[config.mk]
export PLATFORM = sky130hd
export DESIGN_NAME = op_arbiter
export DESIGN_NICKNAME = d
export VERILOG_FILES = /design/src/rtl/op_arb_pkg.sv /design/src/rtl/op_arbiter_rr_picker.sv /design/src/rtl/op_arbiter.sv
export SDC_FILE = /design/constraint.sdc
export NUM_CORES = 1
export LEC_CHECK = 0
export BUFFER_PORTS_ARGS = -buffer_cell sky130_fd_sc_hd__clkbuf_2
export CAP_MARGIN = 20
export CORE_MARGIN = 10
export CORE_UTILIZATION = 50
export DETAILED_ROUTE_END_ITERATION = 6
export GPL_ROUTABILITY_DRIVEN = 1
export MAX_ROUTING_LAYER = met4
export PLACE_DENSITY_LB_ADDON = 0.12
export SLEW_MARGIN = 20
export SYNTH_ARGS = -nofsm -noshare
export SYNTH_HDL_FRONTEND = slang
export SYNTH_HIERARCHICAL = 1
export SYNTH_SLANG_ARGS = --single-unit
[constraint.sdc]
create_clock -name clk -period 5.9 [get_ports clk]
set_input_delay 0.295 -clock clk [delete_from_list [all_inputs] [get_ports clk]]
set_output_delay 0.295 -clock clk [all_outputs]
set_load 0.05 [all_outputs]
[src/rtl/op_arb_pkg.sv]
// Shared constants for the operand arbiter: FSM state encodings and
// width helpers for the requester index and the WAIT watchdog.
package op_arb_pkg;

  localparam int unsigned ST_W = 3;

  localparam logic [ST_W-1:0] ST_IDLE  = 3'd0;
  localparam logic [ST_W-1:0] ST_CLEAR = 3'd1;
  localparam logic [ST_W-1:0] ST_START = 3'd2;
  localparam logic [ST_W-1:0] ST_WAIT  = 3'd3;
  localparam logic [ST_W-1:0] ST_RESP  = 3'd4;

  // Watchdog counts 0..TIMEOUT-1, so clog2(TIMEOUT) bits suffice.
  function automatic int unsigned wd_width(input int unsigned timeout);
    return (timeout <= 2) ? 1 : $clog2(timeout);
  endfunction

  function automatic int unsigned idx_width(input int unsigned n);
    return (n <= 2) ? 1 : $clog2(n);
  endfunction

endpackage

[src/rtl/op_arbiter_rr_picker.sv]
// Combinational round-robin selector: first requesting index strictly
// after ptr, wrapping from N-1 back to 0.
module rr_picker
  import op_arb_pkg::*;
#(
  parameter int unsigned N  = 4,
  parameter int unsigned IW = 2
) (
  input  logic [N-1:0]  req,
  input  logic [IW-1:0] ptr,
  output logic [N-1:0]  pick_oh,
  output logic [IW-1:0] pick_idx,
  output logic          pick_vld
);

  logic [IW-1:0] cand;

  always_comb begin
    pick_oh  = '0;
    pick_idx = '0;
    pick_vld = 1'b0;
    cand     = '0;
    // k=N lands back on ptr itself, so the last-served index has lowest priority.
    for (int unsigned k = 1; k <= N; k++) begin
      cand = IW'((32'(ptr) + k) % N);
      if (!pick_vld && req[cand]) begin
        pick_vld      = 1'b1;
        pick_oh[cand] = 1'b1;
        pick_idx      = cand;
      end
    end
  end

endmodule

[src/rtl/op_arbiter.sv]
// Round-robin arbiter sharing one multi-cycle arithmetic unit among N
// requesters, with stale-done rejection and a WAIT watchdog.
module op_arbiter
  import op_arb_pkg::*;
#(
  parameter int unsigned SIZE    = 16,
  parameter int unsigned N       = 4,
  parameter int unsigned TIMEOUT = 256
) (
  input  logic              clk,
  input  logic              rst,
  input  logic [N-1:0]      req,
  input  logic [N*SIZE-1:0] a_in,
  input  logic [N*SIZE-1:0] b_in,
  output logic [N-1:0]      gnt,
  output logic [N-1:0]      res_valid,
  output logic [SIZE-1:0]   res_out,
  output logic              res_err,
  output logic              u_start,
  output logic              u_rst_begin,
  output logic [SIZE-1:0]   u_A,
  output logic [SIZE-1:0]   u_B,
  input  logic              u_done,
  input  logic [SIZE-1:0]   u_out
);

  localparam int unsigned IW = idx_width(N);
  localparam int unsigned WW = wd_width(TIMEOUT);
  localparam logic [WW-1:0] WD_LAST = WW'(TIMEOUT - 1);
  localparam logic [IW-1:0] PTR_RST = IW'(N - 1);

  logic [ST_W-1:0] state_q, state_d;
  logic [N-1:0]    gnt_q, gnt_d;
  logic [N-1:0]    res_valid_q, res_valid_d;
  logic [SIZE-1:0] res_out_q, res_out_d;
  logic            res_err_q, res_err_d;
  logic            u_start_q, u_start_d;
  logic            u_rst_begin_q, u_rst_begin_d;
  logic [SIZE-1:0] u_a_q, u_a_d;
  logic [SIZE-1:0] u_b_q, u_b_d;
  logic [WW-1:0]   wd_q, wd_d;
  logic [IW-1:0]   ptr_q, ptr_d;
  logic [IW-1:0]   win_q, win_d;
  logic            done_prev_q, done_prev_d;

  logic [N-1:0]    pick_oh;
  logic [IW-1:0]   pick_idx;
  logic            pick_vld;
  logic [SIZE-1:0] sel_a, sel_b;
  logic            done_edge;
  logic            win_alive;

  rr_picker #(
    .N  (N),
    .IW (IW)
  ) u_picker (
    .req      (req),
    .ptr      (ptr_q),
    .pick_oh  (pick_oh),
    .pick_idx (pick_idx),
    .pick_vld (pick_vld)
  );

  // Operand mux for the current round-robin winner.
  always_comb begin
    sel_a = '0;
    sel_b = '0;
    for (int i = 0; i < int'(N); i++) begin
      if (pick_idx == IW'(i)) begin
        sel_a = a_in[i*SIZE +: SIZE];
        sel_b = b_in[i*SIZE +: SIZE];
      end
    end
  end

  // A done level carried over from the previous operation is not an edge.
  assign done_edge = u_done & ~done_prev_q;
  assign win_alive = |(req & gnt_q);

  always_comb begin
    state_d       = state_q;
    gnt_d         = gnt_q;
    res_valid_d   = '0;
    res_out_d     = '0;
    res_err_d     = 1'b0;
    u_start_d     = 1'b0;
    u_rst_begin_d = 1'b0;
    u_a_d         = u_a_q;
    u_b_d         = u_b_q;
    wd_d          = wd_q;
    ptr_d         = ptr_q;
    win_d         = win_q;
    done_prev_d   = u_done;

    case (state_q)
      ST_IDLE: begin
        if (pick_vld) begin
          win_d         = pick_idx;
          gnt_d         = pick_oh;
          u_a_d         = sel_a;
          u_b_d         = sel_b;
          u_rst_begin_d = 1'b1;
          state_d       = ST_CLEAR;
        end
      end
      ST_CLEAR: begin
        u_start_d = 1'b1;
        state_d   = ST_START;
      end
      ST_START: begin
        wd_d    = '0;
        state_d = ST_WAIT;
      end
      ST_WAIT: begin
        // Completion wins over a watchdog expiry in the same cycle.
        if (done_edge) begin
          res_valid_d = win_alive ? gnt_q : '0;
          res_out_d   = win_alive ? u_out : '0;
          state_d     = ST_RESP;
        end else if (wd_q == WD_LAST) begin
          res_valid_d = win_alive ? gnt_q : '0;
          res_err_d   = win_alive;
          state_d     = ST_RESP;
        end else begin
          wd_d = wd_q + WW'(1);
        end
      end
      ST_RESP: begin
        ptr_d   = win_q;
        gnt_d   = '0;
        state_d = ST_IDLE;
      end
      default: begin
        gnt_d   = '0;
        state_d = ST_IDLE;
      end
    endcase
  end

  always_ff @(posedge clk or posedge rst) begin
    if (rst) begin
      state_q       <= ST_IDLE;
      gnt_q         <= '0;
      res_valid_q   <= '0;
      res_out_q     <= '0;
      res_err_q     <= 1'b0;
      u_start_q     <= 1'b0;
      u_rst_begin_q <= 1'b0;
      u_a_q         <= '0;
      u_b_q         <= '0;
      wd_q          <= '0;
      ptr_q         <= PTR_RST;
      win_q         <= '0;
      done_prev_q   <= 1'b0;
    end else begin
      state_q       <= state_d;
      gnt_q         <= gnt_d;
      res_valid_q   <= res_valid_d;
      res_out_q     <= res_out_d;
      res_err_q     <= res_err_d;
      u_start_q     <= u_start_d;
      u_rst_begin_q <= u_rst_begin_d;
      u_a_q         <= u_a_d;
      u_b_q         <= u_b_d;
      wd_q          <= wd_d;
      ptr_q         <= ptr_d;
      win_q         <= win_d;
      done_prev_q   <= done_prev_d;
    end
  end

  assign gnt         = gnt_q;
  assign res_valid   = res_valid_q;
  assign res_out     = res_out_q;
  assign res_err     = res_err_q;
  assign u_start     = u_start_q;
  assign u_rst_begin = u_rst_begin_q;
  assign u_A         = u_a_q;
  assign u_B         = u_b_q;

endmodule

Yosys cells after proc, flatten, opt, wreduce, memory -nomap -nowiden. Cells that the tools add are included.

Register bits after elaboration: 75. Bits of input ports: 151. Output and inout port bits: 59. Logic and storage cells: 122.

Add/subtract/negate cells: 5. $lt $le $gt $ge: 8. Equal/unequal tests: 12. Mux-type cells: 58. Bitwise gates (word level): 7. Reductions and logical operators: 19.

Operator list (number): 16-bit two-way mux (11); 4-bit two-way mux (9); 1-bit two-way mux (18); 8-bit two-way mux (2); 8-bit one-hot mux with 2 select lines (1); 2-bit by 3-bit less-than comparator with 1-bit output, second input constant (4); 4-bit OR (3); 3-bit one-hot mux with 4 select lines (1); 3-bit two-way mux (3); 8-bit by 1-bit adder with 8-bit output, second input constant (1); 1-bit binary-select mux with 2-bit select (4); 1-bit demux with 2-bit select (4); 8-bit equality test, second input constant (1); 2-bit by 1-bit >= comparator with 1-bit output, second input constant (4); 2-bit two-way mux (4); 4-bit one-hot mux with 2 select lines (1); 1-bit logical AND (7); 3-bit by 2-bit equality test with 1-bit output, second input constant (2); 2-bit inequality test, second input constant (3); 2-bit AND reduction (3); 2-bit by 1-bit adder with 2-bit output, second input constant (2); 2-bit adder, second input constant (2); 4-bit AND (1); 2-bit equality test, second input constant (2); 13 further kinds (16).

Longest topological paths before layout. Gate-level depths: netlist (run 1).

Word-level depth: 18. Depth in mapped cells: 12. Gate-level depth less buffers: 8.

Hierarchy. The synthesis (run 1) kept the hierarchy.

Modules (own cells, without submodules): op_arbiter (instances 1, cells each 249, area each 3669.8 um^2, seq. area each 1879.3 um^2); rr_picker (instances 1, cells each 68, area each 525.5 um^2, seq. area each 0.0 um^2).

Worst setup path before layout (run 1). Ideal clock, no wire load.

Path kind: register to register. From: register ptr_q[0]. To: register u_b_q[3] (netlist: u_B[3]). Library setup time: 0.127 ns. Arrival time: 2.858 ns. Data required time: 5.773 ns. Slack: 2.915 ns. Cell stages (with the launch flop): 13. Buffers on the path: 4. Period minus slack after synthesis: 2.985 ns. Path through: dfstp_2 > buf_4 > inv_2 > ha_1 > buf_6 > a21oi_2 > nor3_1 > nor2_2 > o31a_1 > buf_2 > buf_2 > mux4_2 > mux2_1.

Longest elaborated chain between the ends: 18. Elaborated cells on any way between the ends: 35. Classes of those cells: add/sub: 4; eq/ne: 3; mux: 20; reduce/logical: 8.

Ends and longest elaborated chain: from (decl) (line op_arbiter.sv:42) `logic [IW-1:0] ptr_q, ptr_d;`; from (signal assigned) (line op_arbiter.sv:166) `ptr_q <= ptr_d;`; 2-bit by 1-bit adder with 2-bit output (line op_arbiter_rr_picker.sv:25) `cand = IW'((32'(ptr) + k) % N);`; 1-bit binary-select mux with 2-bit select (line op_arbiter_rr_picker.sv:26) `if (!pick_vld && req[cand]) begin`; 1-bit two-way mux (implied by the code) (line op_arbiter_rr_picker.sv:26); 1-bit two-way mux (line op_arbiter_rr_picker.sv:26); 1-bit logical NOT (line op_arbiter_rr_picker.sv:26); 1-bit logical AND (line op_arbiter_rr_picker.sv:26); 1-bit two-way mux (line op_arbiter_rr_picker.sv:26); 1-bit logical NOT (line op_arbiter_rr_picker.sv:26); 1-bit logical AND (line op_arbiter_rr_picker.sv:26); 1-bit two-way mux (line op_arbiter_rr_picker.sv:26); 1-bit logical NOT (line op_arbiter_rr_picker.sv:26); 1-bit logical AND (line op_arbiter_rr_picker.sv:26); 2-bit two-way mux * (line op_arbiter_rr_picker.sv:26); via pick_idx[0] (line op_arbiter.sv:47) `logic [IW-1:0] pick_idx;`; 2-bit logical NOT (line op_arbiter.sv:69) `if (pick_idx == IW'(i)) begin`; 16-bit two-way mux (3 in series) (line op_arbiter.sv:69); 16-bit two-way mux * (line op_arbiter.sv:69); to (signal assigned) (line op_arbiter.sv:164) `u_b_q <= u_b_d;`; to (decl) (line op_arbiter.sv:40) `logic [SIZE-1:0] u_b_q, u_b_d;`.

Mark *: on every way through the listed nets, which the timed path passes. The rest lies on a longest branch. The select of a mux whose other input is x is not followed. A chain may end at the register's enable or synchronous reset.

Worst setup path in the final report (run 1).
From: register ptr_q[0]. To: register u_a_q[11] (netlist: u_A[11]).

Longest elaborated chain between the ends: 18. Elaborated cells on any way between the ends: 35. Classes of those cells: add/sub: 4; eq/ne: 3; mux: 20; reduce/logical: 8.

Ends and longest elaborated chain: 2-bit by 1-bit adder with 2-bit output (line op_arbiter_rr_picker.sv:25); 1-bit binary-select mux with 2-bit select (line op_arbiter_rr_picker.sv:26); 1-bit two-way mux (implied by the code) (line op_arbiter_rr_picker.sv:26); 1-bit two-way mux (line op_arbiter_rr_picker.sv:26); 1-bit logical NOT (line op_arbiter_rr_picker.sv:26); 1-bit logical AND (line op_arbiter_rr_picker.sv:26); 1-bit two-way mux (line op_arbiter_rr_picker.sv:26); 1-bit logical NOT (line op_arbiter_rr_picker.sv:26); 1-bit logical AND (line op_arbiter_rr_picker.sv:26); 1-bit two-way mux (line op_arbiter_rr_picker.sv:26); 1-bit logical NOT (line op_arbiter_rr_picker.sv:26); 1-bit logical AND (line op_arbiter_rr_picker.sv:26); 2-bit two-way mux * (line op_arbiter_rr_picker.sv:26); via pick_idx[0] (line op_arbiter.sv:47); 2-bit logical NOT (line op_arbiter.sv:69); 16-bit two-way mux (3 in series) (line op_arbiter.sv:69); 16-bit two-way mux * (line op_arbiter.sv:69); to (signal assigned) (line op_arbiter.sv:163) `u_a_q <= u_a_d;`; to (decl) (line op_arbiter.sv:39) `logic [SIZE-1:0] u_a_q, u_a_d;`.

Marked as above.

==> results of run 1 <==
[layer usage]
metal	GRT usage, %	wire length (um)	vias up	share of wire (%)
met5	-	0	-	0
met4	8.31	337	0	2.7
met3	5.53	898	21	7.1
met2	32.2	6080	169	48
met1	24.7	5290	1656	42
li1	-	-	1581	-
[sequential cells by signal, indices dropped and copies added, names as in the netlist, 2 cells and up]
register,flops
res_out,16
u_A,16
u_B,16
wd_q,8
gnt,4
res_valid,4
state_q,3
ptr_q,2
win_q,2
[power by group through the flow]
| stage | logic [mW] | clock network (mW) | registers (mW) |
|---|---|---|---|
| floorplan | 1.12 | 0 | 1.25 |
| global placement | 1.86 | 0 | 0.834 |
| detailed placement | 1.90 | 0 | 0.847 |
| CTS | 1.91 | 0.496 | 0.840 |
| global route | 2.02 | 0.515 | 0.867 |
| finish | 1.88 | 0.485 | 0.840 |
[cell families (layout without fill, tap and decap cells)]
group | Yosys count | after routing | synth area share (%)
AO/OA/AOI/OAI | 48 | 48 | 8.32
adder cells (fa/ha/maj) | 9 | 9 | 2.68
buffers and inverters | 28 | 234 | 4.15
flip-flops | 75 | 75 | 44.8
multiplexers | 76 | 76 | 29.3
AND/OR/NAND/NOR | 81 | 81 | 10.7
[worst max-delay path: cells and delay by family (launching register included)]
family | cells | cell delay, ns
multiplexers | 3 | 1.48
AO/OA/AOI/OAI | 2 | 0.79
AND/OR/NAND/NOR | 2 | 0.15
flip-flops | 1 | 0.74
buffers and inverters | 1 | 0.40
[stage by stage]
| stage | hold slack [ns] | std cells | cell area (sq um) | util (%) | power, mW |
|---|---|---|---|---|---|
| floorplan | 0.326 | 317 | 4200 | - | 2.38 |
| global placement | 0.430 | 612 | 5250 | 64.2 | 2.70 |
| detailed placement | 0.451 | 612 | 5250 | 64.2 | 2.75 |
| CTS | 0.0783 | 628 | 5500 | 67.3 | 3.24 |
| global route | 0.0803 | 628 | 5500 | 67.3 | 3.40 |
| finish | 0.0920 | 628 | 5500 | 67.3 | 3.21 |
[worst min-delay path by stage]
stage            from          end  slack [ns]  depth (start not counted)
2_1_floorplan  u_done  done_prev_q        0.33                          0
3_3_place_gp   u_done  done_prev_q        0.43                          1
3_5_place_dp   u_done  done_prev_q        0.45                          1
4_1_cts        u_done  done_prev_q        0.08                          1
5_1_grt        u_done  done_prev_q        0.08                          1
6_report       u_done  done_prev_q        0.09                          1
[layout by cell type, fill, tap and decap left out, types with 9 or more instances in the layout]
cell type	n
and2_1	20
clkbuf_2	209
clkbuf_8	10
dfrtp_1	73
ha_1	9
mux2_2	33
mux4_2	33
nand2_1	18
nor2_1	17
o21ai_0	11
[layout make-up]
cell class                      instances  area, sq um  area share (%)
Multi-Input combinational cell        214         2150            39.1
Sequential cell                        75         1880            34.2
Timing Repair Buffer                  212         1070            19.4
Clock buffer                           10          138            2.50
Tap cell                              105          131            2.39
Clock inverter                          6          111            2.02
Inverter                                6         22.5           0.409
==> impl_metrics.env, run 1 <==
export IMPL_hold_violations=0
export IMPL_reg2reg_depth=8
export IMPL_grt_antenna_before_repair=0
export IMPL_via_per_inst=5.46
export IMPL_combPwrFrac_pct=58.6
export IMPL_max_freq_mhz=272
export IMPL_vias=3427
export IMPL_wl_um=12600
export IMPL_startpoint="ptr_q[0]"
export IMPL_syn_to_final_growth_pct=31.1
export IMPL_first_pass_iters=4
export IMPL_grt_max_degree=76
export IMPL_setup_viol=0
export IMPL_ctsHoldBuffers=0
export IMPL_yosysSeqAreaShare_pct=44.8
export IMPL_port_buffers=209
export IMPL_swShare_pct=44.8
export IMPL_r2r_setup_slack_ns=2.22
export IMPL_fin_crit_ns=3.68
export IMPL_drt_iter0_drc=254
export IMPL_setup_ws_ns=2.22
export IMPL_slew_viol_final=0
export IMPL_relSlewSlack_pct=32.1
export IMPL_fp_dieW_um=112
export IMPL_timing_rr_start="ptr_q[0]"
export IMPL_p_sw_mw=1.44
export IMPL_synthTopCellsByCount="dfrtp_1, mux2_2, mux4_2"
export IMPL_pwr_share_clk_pct=15.1
export IMPL_die_y_um=112
export IMPL_grt_pass1_vias=3859
export IMPL_yosys_area_top_type_share_pct=43.5
export IMPL_h_tree_depth=3
export IMPL_root_buffer="clkbuf_8"
export IMPL_clock_path_buffers=2
export IMPL_ys_flop_type="dfrtp_1"
export IMPL_cts_buffers=9
export IMPL_nNetsFinal=678
export IMPL_critPathMaxStageDelay_ns=0.74
export IMPL_power_per_cell_area_mw_per_mm2=583
export IMPL_tightest_slew_ns=1.02
export IMPL_place_worst_setup_slack_ns=2.17
export IMPL_wl_per_cell_um=20.1
export IMPL_cts_resized_gates=0
export IMPL_maxCapViolations=0
export IMPL_rows=33
export IMPL_netlist_instances=317
export IMPL_synth_area_sq_mm=0.00420
export IMPL_status="completed"
export IMPL_synth_area_leaders="dfrtp_1, mux4_2, mux2_2"
export IMPL_seqPwrFrac_pct=26.2
export IMPL_crit_chain="mux4_2 > a21oi_2 > nor3_1 > nor2_2 > o31a_2 > buf_4 > mux4_2 > mux2_2"
export IMPL_cp_arrival_ns=3.92
export IMPL_crit_type="reg -> reg"
export IMPL_yosysUniqueCellTypes=50
export IMPL_dpl_hpwl_um=10200
export IMPL_hp_class="in -> reg"
export IMPL_leakage_nw=2.72
export IMPL_cp_common_cell="mux4_2"
export IMPL_fin_setup_tns_ns=0
export IMPL_cts_setup_buffers=0
export IMPL_cts_sinks=75
export IMPL_finClkSkew_ns=0.0146
export IMPL_grt_ovfl_total=0
export IMPL_synth_most_common_cell="dfrtp_1"
export IMPL_worstSetupStartpointType="flip-flop"
export IMPL_gp_congestion=0.929
export IMPL_io_pins=210
export IMPL_remaining_drc_errors=0
export IMPL_syn_nets=477
export IMPL_synth_area_leader_cell="dfrtp_1"
export IMPL_syn_avg_cell_area_sq_um=13.2
export IMPL_insertion_delay_ns=0.35
export IMPL_ant_nets=0
export IMPL_r2r_end="u_A[11]"
export IMPL_cp_end_kind="flip-flop"
export IMPL_drive_gt1_share_pct=59.1
export IMPL_finalCritPeriodShare_pct=62.3
export IMPL_ir_drop_mv=0.298
export IMPL_grt_pass1_wl_um=20200
export IMPL_rsz0062_at_grt="false"
export IMPL_grt_util_all_layers_pct=20.6
export IMPL_start_util_pct=51.3
export IMPL_diodes=0
export IMPL_synth_seq_cells=75
export IMPL_crit_fanout=20
export IMPL_crit_end="u_A[11]"
export IMPL_cts_tree="built"
export IMPL_cts_clk_slew_worst_paths_ns=0.09
export IMPL_async_flop_share_pct=100
export IMPL_dieArea_sq_mm=0.0125
export IMPL_p_int_mw=1.77
export IMPL_core_area_sq_mm=0.00818
export IMPL_fill_cells=667
export IMPL_worstPathRequired_ns=6.14
export IMPL_cp_slowest_cell="dfstp_2"
export IMPL_synth_warning_count=6
export IMPL_synth_edf_count=0
(Power assumes the default switching activity.)
==> run 2, diff against run 1 <==
--- a/config.mk
+++ b/config.mk
@@ -8,7 +8,7 @@
 export BUFFER_PORTS_ARGS = -buffer_cell sky130_fd_sc_hd__clkbuf_2
 export CAP_MARGIN = 20
 export CORE_MARGIN = 10
-export CORE_UTILIZATION = 50
+export CORE_UTILIZATION = 46
 export DETAILED_ROUTE_END_ITERATION = 6
 export GPL_ROUTABILITY_DRIVEN = 1
 export MAX_ROUTING_LAYER = met4
==> constraint.sdc (replaced) <==
create_clock -name clk -period 3.6 [get_ports clk]
set_input_delay 0.18 -clock clk [delete_from_list [all_inputs] [get_ports clk]]
set_output_delay 0.18 -clock clk [all_outputs]
set_load 0.05 [all_outputs]
==> run 2 against run 1 <==
Net effect:
- the run now ends with hold timing left
- clock power is 18% higher
- register-to-register slack worse by 1.7 ns
- clock skew is 0.0062 ns lower
- count of clock-buffer cells in the layout is 4 higher
- final cell count is 0.96% higher
- sequential share of layout area is 0.13 points higher
- combinational power is 68% higher
- die area is 7.1% higher
- critical endpoint is now u_A[8]
==> impl_metrics.env, run 2 (synthesized netlist as in run 1, its figures left out) <==
export IMPL_max_freq_mhz=326
export IMPL_crit_type="reg -> reg"
export IMPL_first_pass_iters=6
export IMPL_slew_viol_final=0
export IMPL_wl_um=12500
export IMPL_finalCritPeriodShare_pct=85.2
export IMPL_grt_pass1_vias=3705
export IMPL_cts_clk_slew_worst_paths_ns=0.08
export IMPL_place_worst_setup_slack_ns=0.533
export IMPL_grt_ovfl_total=0
export IMPL_gp_congestion=0.897
export IMPL_start_util_pct=47.6
export IMPL_setup_viol=0
export IMPL_critPathMaxStageDelay_ns=0.74
export IMPL_power_per_cell_area_mw_per_mm2=929
export IMPL_syn_to_final_growth_pct=30.6
export IMPL_rows=34
export IMPL_status="finished, violations left"
export IMPL_fin_crit_ns=3.07
export IMPL_io_pins=210
export IMPL_utilization_pct=62.2
export IMPL_worstSetupStartpointType="flip-flop"
export IMPL_place_inst=617
export IMPL_crit_fanout=17
export IMPL_ctsHoldBuffers=1
export IMPL_grt_pass1_wl_um=18900
export IMPL_core_area_sq_mm=0.00881
export IMPL_drt_iter0_drc=150
export IMPL_insertion_delay_ns=0.34
export IMPL_grt_antenna_before_repair=0
export IMPL_p_total_mw=5.09
export IMPL_hold_ws_ns=-0.0297
export IMPL_crit_chain="mux4_2 > a21oi_2 > nor3_1 > nor2_2 > o31a_2 > buf_4 > mux4_2 > mux2_2"
export IMPL_mostFrequentLayoutCell="clkbuf_2"
export IMPL_cp_common_cell="mux4_2"
export IMPL_placed_area_sq_mm=0.00530
export IMPL_violations="hold timing"
export IMPL_diodes=0
export IMPL_cp_top_family="multiplexers"
export IMPL_ant_nets=0
export IMPL_cts_setup_buffers=0
export IMPL_worst_path_buf_inv=1
export IMPL_cp_end_kind="flip-flop"
export IMPL_ir_drop_mv=0.464
export IMPL_fp_dieW_um=116
export IMPL_vias=3416
export IMPL_hold_violations=49
export IMPL_cp_arrival_ns=3.28
export IMPL_dpl_hpwl_um=10200
export IMPL_worstPathRequired_ns=3.82
export IMPL_rsz0062_at_grt="false"
export IMPL_cts_buffers=9
export IMPL_port_buffers=209
export IMPL_setup_ws_ns=0.534
export IMPL_finClkSkew_ns=0.00845
export IMPL_maxCapViolations=0
export IMPL_tightest_slew_ns=0.859
export IMPL_remaining_drc_errors=0
export IMPL_cts_resized_gates=0
export IMPL_nNetsFinal=681
export IMPL_cp_slowest_cell="dfstp_2"
export IMPL_final_cell_mix="clkbuf_2, dfrtp_1, mux4_2, mux2_2, and2_1"
export IMPL_via_per_inst=5.39
export IMPL_hp_class="in -> async"
export IMPL_grt_util_all_layers_pct=18.6
export IMPL_die_y_um=116
export IMPL_relSlewSlack_pct=42.7
export IMPL_root_buffer="clkbuf_8"
export IMPL_cts_sinks=75
export IMPL_wl_per_cell_um=19.7
export IMPL_clock_path_buffers=2
export IMPL_h_tree_depth=3
export IMPL_final_cells=634
export IMPL_drive_gt1_share_pct=58.6
export IMPL_postLayoutCellArea_sq_mm=0.00548
export IMPL_grt_max_degree=53
export IMPL_cts_tree="built"
export IMPL_fin_setup_tns_ns=0
export IMPL_leakage_nw=2.71
export IMPL_dieArea_sq_mm=0.0133
-- run 2: final cells by class --
cell class,count,area [sq um]
well taps,108,135
inverters,6,23.8
multi-input cells,214,2150
flip-flops and latches,75,1880
repair buffers,215,1120
clock inverters,2,10.0
fillers,726,3330
clock buffers,14,163
-- run 2: final timing paths --
check                      cells past startpoint          to  startpoint  slack (ns)
max                                            8      u_A[8]    ptr_q[0]        0.53
min                                            2  res_out[9]         rst       -0.03
max reg2reg                                    8      u_A[8]    ptr_q[0]        0.53
min reg2reg                                    1    win_q[1]    win_q[1]        0.48
max in group asynchronous                      3      u_A[8]         rst        2.77
min in group clk                               2  res_out[9]    u_out[9]        0.04
-- run 2: worst register-to-register path, cell delays in order (launching register included) --
cell and delay, ns:
dfstp_2 0.74, mux4_2 0.66, a21oi_2 0.18, nor3_1 0.07
nor2_2 0.09, o31a_2 0.17, buf_4 0.25, mux4_2 0.52
mux2_2 0.28
-- run 2: report_power, final --
part / total [mW] / internal (mW) / switching (mW)
logic: 3.15 / 1.35 / 1.80
clock network: 0.573 / 0.287 / 0.286
registers: 1.37 / 1.14 / 0.237
total: 5.09 / 2.77 / 2.32
-- run 2: metal layers --
layer  global-route usage (%)  vias up  share of wire, %
met5                        -        -                 0
met4                     5.83        0               1.7
met3                     4.91       19               7.2
met2                     29.1      155                49
met1                     23.1     1652                42
li1                         -     1590                 -
